`config.mk`:
```
export PLATFORM = sky130hd
export DESIGN_NAME = branch_predictor_flat
export DESIGN_NICKNAME = d
export VERILOG_FILES = /design/src/rtl/branch_predictor_pkg.sv /design/src/rtl/branch_predictor_if.sv /design/src/rtl/branch_predictor_sat_counter2.sv /design/src/rtl/branch_predictor.sv /design/src/flat_wrapper.sv
export SDC_FILE = /design/constraint.sdc
export NUM_CORES = 2
export LEC_CHECK = 0
export ABC_AREA = 1
export CORE_MARGIN = 4
export CORE_UTILIZATION = 44
export CTS_CLUSTER_DIAMETER = 150
export DETAILED_ROUTE_END_ITERATION = 12
export MAX_ROUTING_LAYER = met4
export PLACE_DENSITY = 0.73
export SYNTH_ARGS = -nofsm -noshare
export SYNTH_HDL_FRONTEND = slang
export SYNTH_HIERARCHICAL = 1
export SYNTH_SLANG_ARGS = --single-unit
```
`constraint.sdc`:
```
create_clock -name clk -period 4.06 [get_ports clk]
set_clock_uncertainty 0.1 [all_clocks]
set_input_delay 0.609 -clock clk [delete_from_list [all_inputs] [get_ports clk]]
set_output_delay 0.609 -clock clk [all_outputs]
set_load 0.02 [all_outputs]
```
`src/rtl/branch_predictor_pkg.sv`:
```
// Shared definitions for the branch predictor slice.
//   - ctr_e: 2-bit saturating direction counter encodings
//   - DELAY_SLOT_OFFSET: fall-through distance past the branch delay slot
//   - default table geometry (index and tag widths)
package branch_predictor_pkg;

    localparam int          IDX_W_DEFAULT     = 4;
    localparam int          TAG_W_DEFAULT     = 8;
    localparam logic [31:0] DELAY_SLOT_OFFSET = 32'd8;

    // Counter bit 1 is the predicted direction.
    typedef enum logic [1:0] {
        CTR_SNT = 2'b00,
        CTR_WNT = 2'b01,
        CTR_WT  = 2'b10,
        CTR_ST  = 2'b11
    } ctr_e;

endpackage

```
`src/rtl/branch_predictor_if.sv`:
```
// Signal bundle between the pipeline front end and the branch predictor.
//   IF side : if_pc -> pred_taken, pred_target
//   ID side : id_stall, id_flush, res_valid, res_pc, res_taken, res_target
//             -> mispredict, redirect_pc
//   status  : mispredict_cnt
// Handshake: there is no ready. A resolution is consumed in exactly the
// cycle where res_valid=1 and neither id_stall nor id_flush is set; in any
// other cycle the res_* fields are ignored and nothing is updated.
interface branch_predictor_if;

    logic        [31:0] if_pc;
    logic               pred_taken;
    logic        [31:0] pred_target;
    logic               id_stall;
    logic               id_flush;
    logic               res_valid;
    logic        [31:0] res_pc;
    logic               res_taken;
    logic        [31:0] res_target;
    logic               mispredict;
    logic        [31:0] redirect_pc;
    logic        [31:0] mispredict_cnt;

    modport master (
        output if_pc, id_stall, id_flush, res_valid, res_pc, res_taken, res_target,
        input  pred_taken, pred_target, mispredict, redirect_pc, mispredict_cnt
    );

    modport slave (
        input  if_pc, id_stall, id_flush, res_valid, res_pc, res_taken, res_target,
        output pred_taken, pred_target, mispredict, redirect_pc, mispredict_cnt
    );

endinterface

```
`src/rtl/branch_predictor_sat_counter2.sv`:
```
// Next-state function of the 2-bit saturating direction counter.
//   cur   : current counter value
//   taken : resolved branch direction
//   nxt   : counter stepped toward taken/not-taken, clamped at ST/SNT
module sat_counter2
    import branch_predictor_pkg::*;
(
    input  ctr_e cur,
    input  logic taken,
    output ctr_e nxt
);

    always_comb begin
        nxt = cur;
        if (taken) begin
            if (cur != CTR_ST) nxt = ctr_e'(cur + 2'd1);
        end else begin
            if (cur != CTR_SNT) nxt = ctr_e'(cur - 2'd1);
        end
    end

endmodule

```
`src/rtl/branch_predictor.sv`:
```
// Direct-mapped branch direction/target predictor.
//   clk, rst_n : clock, synchronous active-low reset
//   bp (slave) : IF lookup (if_pc -> pred_taken/pred_target), ID resolution
//                (res_* -> mispredict/redirect_pc), mispredict_cnt status
// The prediction made at IF travels with the instruction in the pid_*
// register and is compared against the ID-stage branch decision.
module branch_predictor
    import branch_predictor_pkg::*;
#(
    parameter int IDX_W = IDX_W_DEFAULT,
    parameter int TAG_W = TAG_W_DEFAULT
) (
    input logic             clk,
    input logic             rst_n,
    branch_predictor_if.slave bp
);

    localparam int N = 1 << IDX_W;

    logic             valid_q  [N];
    logic             valid_d  [N];
    logic [TAG_W-1:0] tag_q    [N];
    logic [TAG_W-1:0] tag_d    [N];
    logic [31:0]      target_q [N];
    logic [31:0]      target_d [N];
    ctr_e             ctr_q    [N];
    ctr_e             ctr_d    [N];

    logic        pid_taken_q, pid_taken_d;
    logic [31:0] pid_target_q, pid_target_d;
    logic [31:0] mis_cnt_q, mis_cnt_d;

    logic [IDX_W-1:0] lk_idx, upd_idx;
    logic [TAG_W-1:0] lk_tag, upd_tag;
    logic             lk_hit, upd_hit;
    logic             act;
    logic             mispredict;
    ctr_e             ctr_nxt;
    logic             unused_pc_bits;

    assign lk_idx  = bp.if_pc[IDX_W+1:2];
    assign lk_tag  = bp.if_pc[IDX_W+TAG_W+1:IDX_W+2];
    assign upd_idx = bp.res_pc[IDX_W+1:2];
    assign upd_tag = bp.res_pc[IDX_W+TAG_W+1:IDX_W+2];

    // Only index/tag bits of the fetch PC participate in the lookup.
    assign unused_pc_bits = ^{bp.if_pc[31:IDX_W+TAG_W+2], bp.if_pc[1:0]};

    // Lookup reads the registered table only: an update to the same entry
    // in this cycle is not visible until the next cycle.
    assign lk_hit         = valid_q[lk_idx] && (tag_q[lk_idx] == lk_tag);
    assign bp.pred_taken  = rst_n && lk_hit && ctr_q[lk_idx][1];
    assign bp.pred_target = target_q[lk_idx];

    assign act     = bp.res_valid && !bp.id_stall && !bp.id_flush;
    assign upd_hit = valid_q[upd_idx] && (tag_q[upd_idx] == upd_tag);

    // A taken/taken pair still mispredicts when the targets differ.
    assign mispredict = rst_n && act &&
                        ((bp.res_taken != pid_taken_q) ||
                         (bp.res_taken && (pid_target_q != bp.res_target)));

    assign bp.mispredict     = mispredict;
    assign bp.redirect_pc    = (mispredict && bp.res_taken) ? bp.res_target
                                                            : bp.res_pc + DELAY_SLOT_OFFSET;
    assign bp.mispredict_cnt = mis_cnt_q;

    sat_counter2 u_sat_counter2 (
        .cur   (ctr_q[upd_idx]),
        .taken (bp.res_taken),
        .nxt   (ctr_nxt)
    );

    always_comb begin
        for (int i = 0; i < N; i++) begin
            valid_d[i]  = valid_q[i];
            tag_d[i]    = tag_q[i];
            target_d[i] = target_q[i];
            ctr_d[i]    = ctr_q[i];
        end
        if (act) begin
            if (upd_hit) begin
                ctr_d[upd_idx] = ctr_nxt;
                if (bp.res_taken) target_d[upd_idx] = bp.res_target;
            end else if (bp.res_taken) begin
                // Taken miss evicts whatever aliases into this slot.
                valid_d[upd_idx]  = 1'b1;
                tag_d[upd_idx]    = upd_tag;
                target_d[upd_idx] = bp.res_target;
                ctr_d[upd_idx]    = CTR_WT;
            end
        end
    end

    always_comb begin
        pid_taken_d  = pid_taken_q;
        pid_target_d = pid_target_q;
        // A mispredict squashes the instruction currently in IF, so its
        // prediction must not reach ID.
        if (bp.id_flush || mispredict) begin
            pid_taken_d  = 1'b0;
            pid_target_d = 32'd0;
        end else if (!bp.id_stall) begin
            pid_taken_d  = bp.pred_taken;
            pid_target_d = bp.pred_target;
        end
    end

    assign mis_cnt_d = mispredict ? mis_cnt_q + 32'd1 : mis_cnt_q;

    always_ff @(posedge clk) begin
        if (!rst_n) begin
            for (int i = 0; i < N; i++) begin
                valid_q[i]  <= 1'b0;
                tag_q[i]    <= '0;
                target_q[i] <= 32'd0;
                ctr_q[i]    <= CTR_WNT;
            end
            pid_taken_q  <= 1'b0;
            pid_target_q <= 32'd0;
            mis_cnt_q    <= 32'd0;
        end else begin
            for (int i = 0; i < N; i++) begin
                valid_q[i]  <= valid_d[i];
                tag_q[i]    <= tag_d[i];
                target_q[i] <= target_d[i];
                ctr_q[i]    <= ctr_d[i];
            end
            pid_taken_q  <= pid_taken_d;
            pid_target_q <= pid_target_d;
            mis_cnt_q    <= mis_cnt_d;
        end
    end

endmodule
```
`src/flat_wrapper.sv`:
```
// flat-port wrapper written by rule: the top's interface ports become plain ports
module branch_predictor_flat import branch_predictor_pkg::*;
#(
    parameter int IDX_W = IDX_W_DEFAULT,
    parameter int TAG_W = TAG_W_DEFAULT
)
  (clk, rst_n, bp_if_pc, bp_id_stall, bp_id_flush, bp_res_valid, bp_res_pc, bp_res_taken, bp_res_target, bp_pred_taken, bp_pred_target, bp_mispredict, bp_redirect_pc, bp_mispredict_cnt);
  branch_predictor_if bp_i ();
  input logic clk;
  input logic rst_n;
  input wire logic [$bits(bp_i.if_pc)-1:0] bp_if_pc;
  input wire logic [$bits(bp_i.id_stall)-1:0] bp_id_stall;
  input wire logic [$bits(bp_i.id_flush)-1:0] bp_id_flush;
  input wire logic [$bits(bp_i.res_valid)-1:0] bp_res_valid;
  input wire logic [$bits(bp_i.res_pc)-1:0] bp_res_pc;
  input wire logic [$bits(bp_i.res_taken)-1:0] bp_res_taken;
  input wire logic [$bits(bp_i.res_target)-1:0] bp_res_target;
  output wire logic [$bits(bp_i.pred_taken)-1:0] bp_pred_taken;
  output wire logic [$bits(bp_i.pred_target)-1:0] bp_pred_target;
  output wire logic [$bits(bp_i.mispredict)-1:0] bp_mispredict;
  output wire logic [$bits(bp_i.redirect_pc)-1:0] bp_redirect_pc;
  output wire logic [$bits(bp_i.mispredict_cnt)-1:0] bp_mispredict_cnt;
  assign bp_i.if_pc = bp_if_pc;
  assign bp_i.id_stall = bp_id_stall;
  assign bp_i.id_flush = bp_id_flush;
  assign bp_i.res_valid = bp_res_valid;
  assign bp_i.res_pc = bp_res_pc;
  assign bp_i.res_taken = bp_res_taken;
  assign bp_i.res_target = bp_res_target;
  assign bp_pred_taken = bp_i.pred_taken;
  assign bp_pred_target = bp_i.pred_target;
  assign bp_mispredict = bp_i.mispredict;
  assign bp_redirect_pc = bp_i.redirect_pc;
  assign bp_mispredict_cnt = bp_i.mispredict_cnt;
  branch_predictor #(.IDX_W(IDX_W), .TAG_W(TAG_W)) u_core (.clk(clk), .rst_n(rst_n), .bp(bp_i));
endmodule
```
== After elaboration in Yosys (flattened, before gate mapping) ==
Memory sizes are Yosys's and may differ from the RTL's.
Cells that the tools add are included.
Cells by class
  $add $sub $neg: 4
  $lt $le $gt $ge: 2
  equal/unequal tests: 5
  muxes and demuxes: 92
  bitwise operators: 70
  reduce and logical (&&, ||, !) cells: 17
Operator list (count)
  2-to-1 mux 512 bit: 2
  2-to-1 mux 32 bit: 21
  bitwise mux 512 bit: 1
  2-to-1 mux 128 bit: 3
  2-to-1 mux 8 bit: 17
  bitwise mux 128 bit: 1
  demux 32 bit (select 4 bit): 1
  OR 1 bit: 64
  2-to-1 mux 16 bit: 3
  2-to-1 mux 2 bit: 20
  adder 32 x 1 -> 32 bit (second input constant): 1
  adder 32 x 4 -> 32 bit (second input constant): 1
  bitwise mux 32 bit: 1
  demux 8 bit (select 4 bit): 1
  != test 32 bit: 1
  OR 16 bit: 2
  2-to-1 mux 1 bit: 19
  AND 16 bit: 1
  equality test 8 bit: 2
  inverter 16 bit: 1
  logical AND 1 bit: 11
  demux 2 bit (select 4 bit): 1
  greater-or-equal comparator 5 bit (second input constant): 1
  < comparator 5 x 1 -> 1 bit (second input constant): 1
  other kinds (11): 13
Storage, ports and cells
  register bits after elaboration: 65
  RAM bits: 688
  memories: 4
Memories
  u_core.target_q: depth 16, width 32, rd ports 17, clocked after memory_dff 0, wr ports 16, RTL line branch_predictor.sv:24  | logic [31:0] target_q [N];
  u_core.tag_q: depth 16, width 8, rd ports 18, clocked after memory_dff 0, wr ports 16, RTL line branch_predictor.sv:22  | logic [TAG_W-1:0] tag_q [N];
  u_core.ctr_q: depth 16, width 2, rd ports 18, clocked after memory_dff 0, wr ports 16, RTL line branch_predictor.sv:26  | ctr_e ctr_q [N];
  u_core.valid_q: depth 16, width 1, rd ports 18, clocked after memory_dff 0, wr ports 16, RTL line branch_predictor.sv:20  | logic valid_q [N];

== Depth between registers and ports, before layout ==
  depth in word-level cells: 11
  gate-level depth with buffers: 21
  mapped depth without buffers: 18

== Cells and area by module ==
The synthesis kept the hierarchy.
Modules (own cells, without submodules)
  branch_predictor: instances 1, cells each 5117, area each 35333.9 um^2
  sat_counter2: instances 1, cells each 6, area each 25.0 um^2

== Worst setup path after synthesis ==
No wires, ideal clock.
  kind: input to output
  start: input bp_res_pc[3]
  end: output bp_redirect_pc[24]
  data arrival time: 2741 ps
  required time: 3351 ps
  path slack: 610 ps
  cell stages on the path: 12
  path buffers: 2
  cells stage by stage: buf_4 > inv_2 > buf_2 > nor2_1 > nand3_1 > nor2_1 > nand4_1 > nand3b_1 > nor2_1 > inv_1 > or2_2 > a31oi_1
Between the ends
  cells in the longest elaborated chain, start to end: 2
Ends and longest elaborated chain
  start: declaration: RTL line flat_wrapper.sv:15  | input wire logic [$bits(bp_i.res_pc)-1:0] bp_res_pc;
  adder 32 x 4 -> 32 bit: RTL line branch_predictor.sv:65  | : bp.res_pc + DELAY_SLOT_OFFSET;
  2-to-1 mux 32 bit: RTL line branch_predictor.sv:64  | assign bp.redirect_pc = (mispredict && bp.res_taken) ? bp.res_target
  end: declaration: RTL line flat_wrapper.sv:21  | output wire logic [$bits(bp_i.redirect_pc)-1:0] bp_redirect_pc;
Every way passes these cells.

== Worst setup path in the final report ==
  start: input bp_if_pc[3]
  end: output bp_pred_taken
Between the ends
  cells in the longest elaborated chain, start to end: 5
Ends and longest elaborated chain
  start: declaration: RTL line flat_wrapper.sv:11  | input wire logic [$bits(bp_i.if_pc)-1:0] bp_if_pc;
  memory (16 x 8 bit)
  equality test 8 bit: RTL line branch_predictor.sv:51  | assign lk_hit = valid_q[lk_idx] && (tag_q[lk_idx] == lk_tag);
  logical AND 1 bit: RTL line branch_predictor.sv:51
  logical AND 1 bit: RTL line branch_predictor.sv:52  | assign bp.pred_taken = rst_n && lk_hit && ctr_q[lk_idx][1];
  logical AND 1 bit (*): RTL line branch_predictor.sv:52
  end: declaration: RTL line flat_wrapper.sv:18  | output wire logic [$bits(bp_i.pred_taken)-1:0] bp_pred_taken;
Every way passes the cells marked *; elsewhere a longest branch is shown, timed or not.

==> run summary <==
Syn_area_per_cell = 6.90 sq um
Ports = 200
Share of cells above drive strength 1 = 8.36%
Clock slew at reported path FFs = 60 ps
Clk sinks = 753
Synth area leader = dfxtp_1
Internal cell power = 12200 uW
Critical Path Sink Type = primary output
XOR/XNOR Fraction of Synth Area = 1.59%
Area Growth Syn to Fin = 18.1%
Core area = 79300 sq um
Switching share of power = 26.5%
DIE WIDTH = 291 microns
Setup WS post-layout = 124 ps
Hold crit path type = primary input to register
Detailed placer's ending HPWL = 84200 microns
Vias = 37000
Static leakage = 0.0167 uW
Critical path startpoint category = primary input
#FFs+latches synth = 753
Detailed-route wire length = 132000 microns
Register area share after synthesis = 42.9%
Post-route ant nets = 0
Pre-CTS setup slack = -563 ps
CTS HTree Levels = 3
CTS root buf = clkbuf_16
Number of enable flip-flop cells after synthesis = 9
DRC viols = 0
Final Hold Viols = 0
Fraction of registers with async set or reset after synthesis = 0%
First-pass GRT wire length = 199000 microns
Worst slew pin tran = 1460 ps
Most common flop cell mapped by yosys = dfxtp_1
Slew Limit Fails = 0
CP Launch Point = bp_if_pc[3]
Kind of critical path = primary input to primary output
Initial Utilization = 44.6%
GRT overflow = 0
Count of cell types in the netlist = 42
Routability cong. = 0.952
Switching Power = 4400 uW
Rows = 103
Fillers = 7585
Largest family of logic cells by synthesized area = compound AO/OA/AOI/OAI gates
Synth Area in Adders = 0.0708%
Final setup vio count = 0
Flop pwr share = 45.0%
Largest buffer count on any clock path = 3
FF-to-FF Start = u_core/valid_q[3]$_DFFE_PP_
Max-Cap Viols = 0
Avg WL per Cell = 21.0 microns
Ys Warns = 6
Power density cells = 398 nW/um^2
Top-area cell type share of the netlist area = 42.1%
Final nets = 5279
Peak fanout along the critical path = 19
Unrepaired setup endpoints after global routing = no
Most common cell after layout, fill and taps aside = nor2_1
Global-route usage over all layers = 30.2%
Die Height = 291 microns
Status = complete, no violations
Compound-Gate Fraction of Synth Area = 26.0%
Hold path start = rst_n
Initial DRC Count = 5022
Final min period = 3940 ps
Port bufs = 179
Net Count, Synth = 5227
Worst-Skew Late Latency = 660 ps
Cells on worst reg2reg path = 16
Post-CTS Setup Repair Bufs = 0
Multiplexer area fraction after synthesis = 0%
Drt pass-1 iters = 6
Synth area leaders = dfxtp_1 42%, o21ai_0 14%, nor2_1 11%
Die Area = 85000 sq um
Most frequent cells in the layout = 1009 x nor2_1, 991 x o21ai_0, 744 x dfxtp_1
Simple-gate share of the synthesized area = 21.8%
Hold path cells = 2
Critical Path RT = 3350 ps
Clock power share = 44.7%
Vias in the first global route = 33400
Fmax achieved = 0.254 GHz
Largest net degree at the start of global routing = 312
Rel. slew slack = 2.65%
Maximum vdd drop = 285 uV
DR vias/cell = 5.87
CP Data Arrival Time = 3230 ps
Cell area after synthesis = 35400 sq um
Post-route design area = 41700 sq um
Cell Area, Placed = 38900 sq um
Combinational Power Share = 10.3%
Initial antenna violation count = 5
Period Utilization, post-route = 96.9%
Mapped Cells = 5123
CTS buffer count = 81
Setup TNS = 0 ps
CTS tree = yes
[routing by layer]
| metal | share of wire, % | up-vias | track usage, % | wire (microns) |
|---|---|---|---|---|
| met4 | 4.9 | 0 | 13.9 | 6500 |
| met2 | 45 | 2101 | 46.0 | 59100 |
| met5 | 0 | - | - | 0 |
| li1 | - | 17400 | - | - |
| met3 | 10 | 377 | 5.25 | 13300 |
| met1 | 40 | 17100 | 39.1 | 53300 |
[flip-flops by register name (all words and copies together) (netlist names)]
register                  count
u_core/target_q             512
u_core/bp.mispredict_cnt     32
u_core/pid_target_q          32
u_core/pid_taken_q            1
u_core/tag_q                128
u_core/valid_q               16
u_core/ctr_q                 32
[cell type report]
class | instances | area [sq um] | share of cell area, %
multi-input combinational | 3691 | 17700 | 42.4
clock buffer | 119 | 2380 | 5.70
tap | 1050 | 1310 | 3.15
inverter | 233 | 886 | 2.12
timing repair buffer | 415 | 3970 | 9.51
clock inverter | 26 | 295 | 0.707
sequential | 753 | 15200 | 36.3
antenna | 6 | 15.0 | 0.0360
[worst max-delay path, stage by stage]
cell	delay [ps]
buf_6	120
inv_4	220
o21ai_0	150
o21ai_0	340
buf_4	190
o21ai_0	70
o21ai_0	200
xor2_1	90
nor2_1	210
nand4_1	130
buf_4	200
inv_1	60
clkdlybuf4s50_1	630
[synth_stat cells, types with 2 or more instances]
cell type	number
o21ai_0	991
nand2_2	8
nor2_4	5
o2111ai_1	4
o22ai_1	46
nor4_1	10
buf_6	7
buf_2	20
nand3b_1	2
nor2_2	2
nor3_1	90
o311ai_0	8
buf_1	33
o21ai_1	38
a31oi_1	2
o221ai_1	98
nor2_1	1027
inv_1	203
nand4_1	20
or2_2	2
o211ai_1	61
and3_1	4
buf_4	20
clkbuf_1	366
a211oi_1	14
nand3_1	154
a22oi_1	8
edfxtp_1	9
clkinv_1	24
nand2_1	600
xor2_1	43
dfxtp_1	744
inv_2	6
xnor2_1	21
ha_1	2
a21oi_1	425
[timing repair]
| action | 4_1_cts | 5_1_grt |
|---|---|---|
| gates resized for setup | 50 | 27 |
| cloned | 1 | 0 |
| hold buffers | 0 | 0 |
| pin swaps | 1 | 0 |
| endpoints found under the setup margin | 33 | 21 |
[logic make-up after synthesis]
group / after synthesis
fa+ha+maj: 2
xor+xnor: 64
flops: 753
buf+inv: 679
compound gates: 1698
simple gates: 1927
[per-stage QoR]
| step | total power [uW] | cells | utilization (%) | hold WS, ps |
|---|---|---|---|---|
| floorplan | 8540 | 5123 | - | 329 |
| global placement | 9290 | 6141 | 49.1 | 343 |
| detailed placement | 9290 | 6141 | 49.1 | 343 |
| CTS | 16600 | 6287 | 52.6 | 150 |
| global route | 17000 | 6292 | 52.7 | 164 |
| finish | 16600 | 6293 | 52.7 | 175 |
[worst paths after layout]
| kind | slack (ps) | end |
|---|---|---|
| setup / recovery | 120 | bp_pred_taken |
| setup reg to reg | 1300 | u_core/tag_q[2][0]$_SDFFE_PN0P_ |
| hold / removal | 170 | u_core/ctr_q[8][0]$_SDFFE_PN1P_ |
| hold reg to reg | 370 | u_core/tag_q[0][1]$_SDFFE_PN0P_ |
[power groups by stage]
stage	clock network, uW	logic (uW)	registers, uW
after CTS	7470	1660	7470
after floorplan	0	909	7630
after global placement	0	1650	7630
final	7420	1710	7470
after detailed placement	0	1650	7630
after global routing	7770	1800	7470
Power figures use the tool's default switching activity.
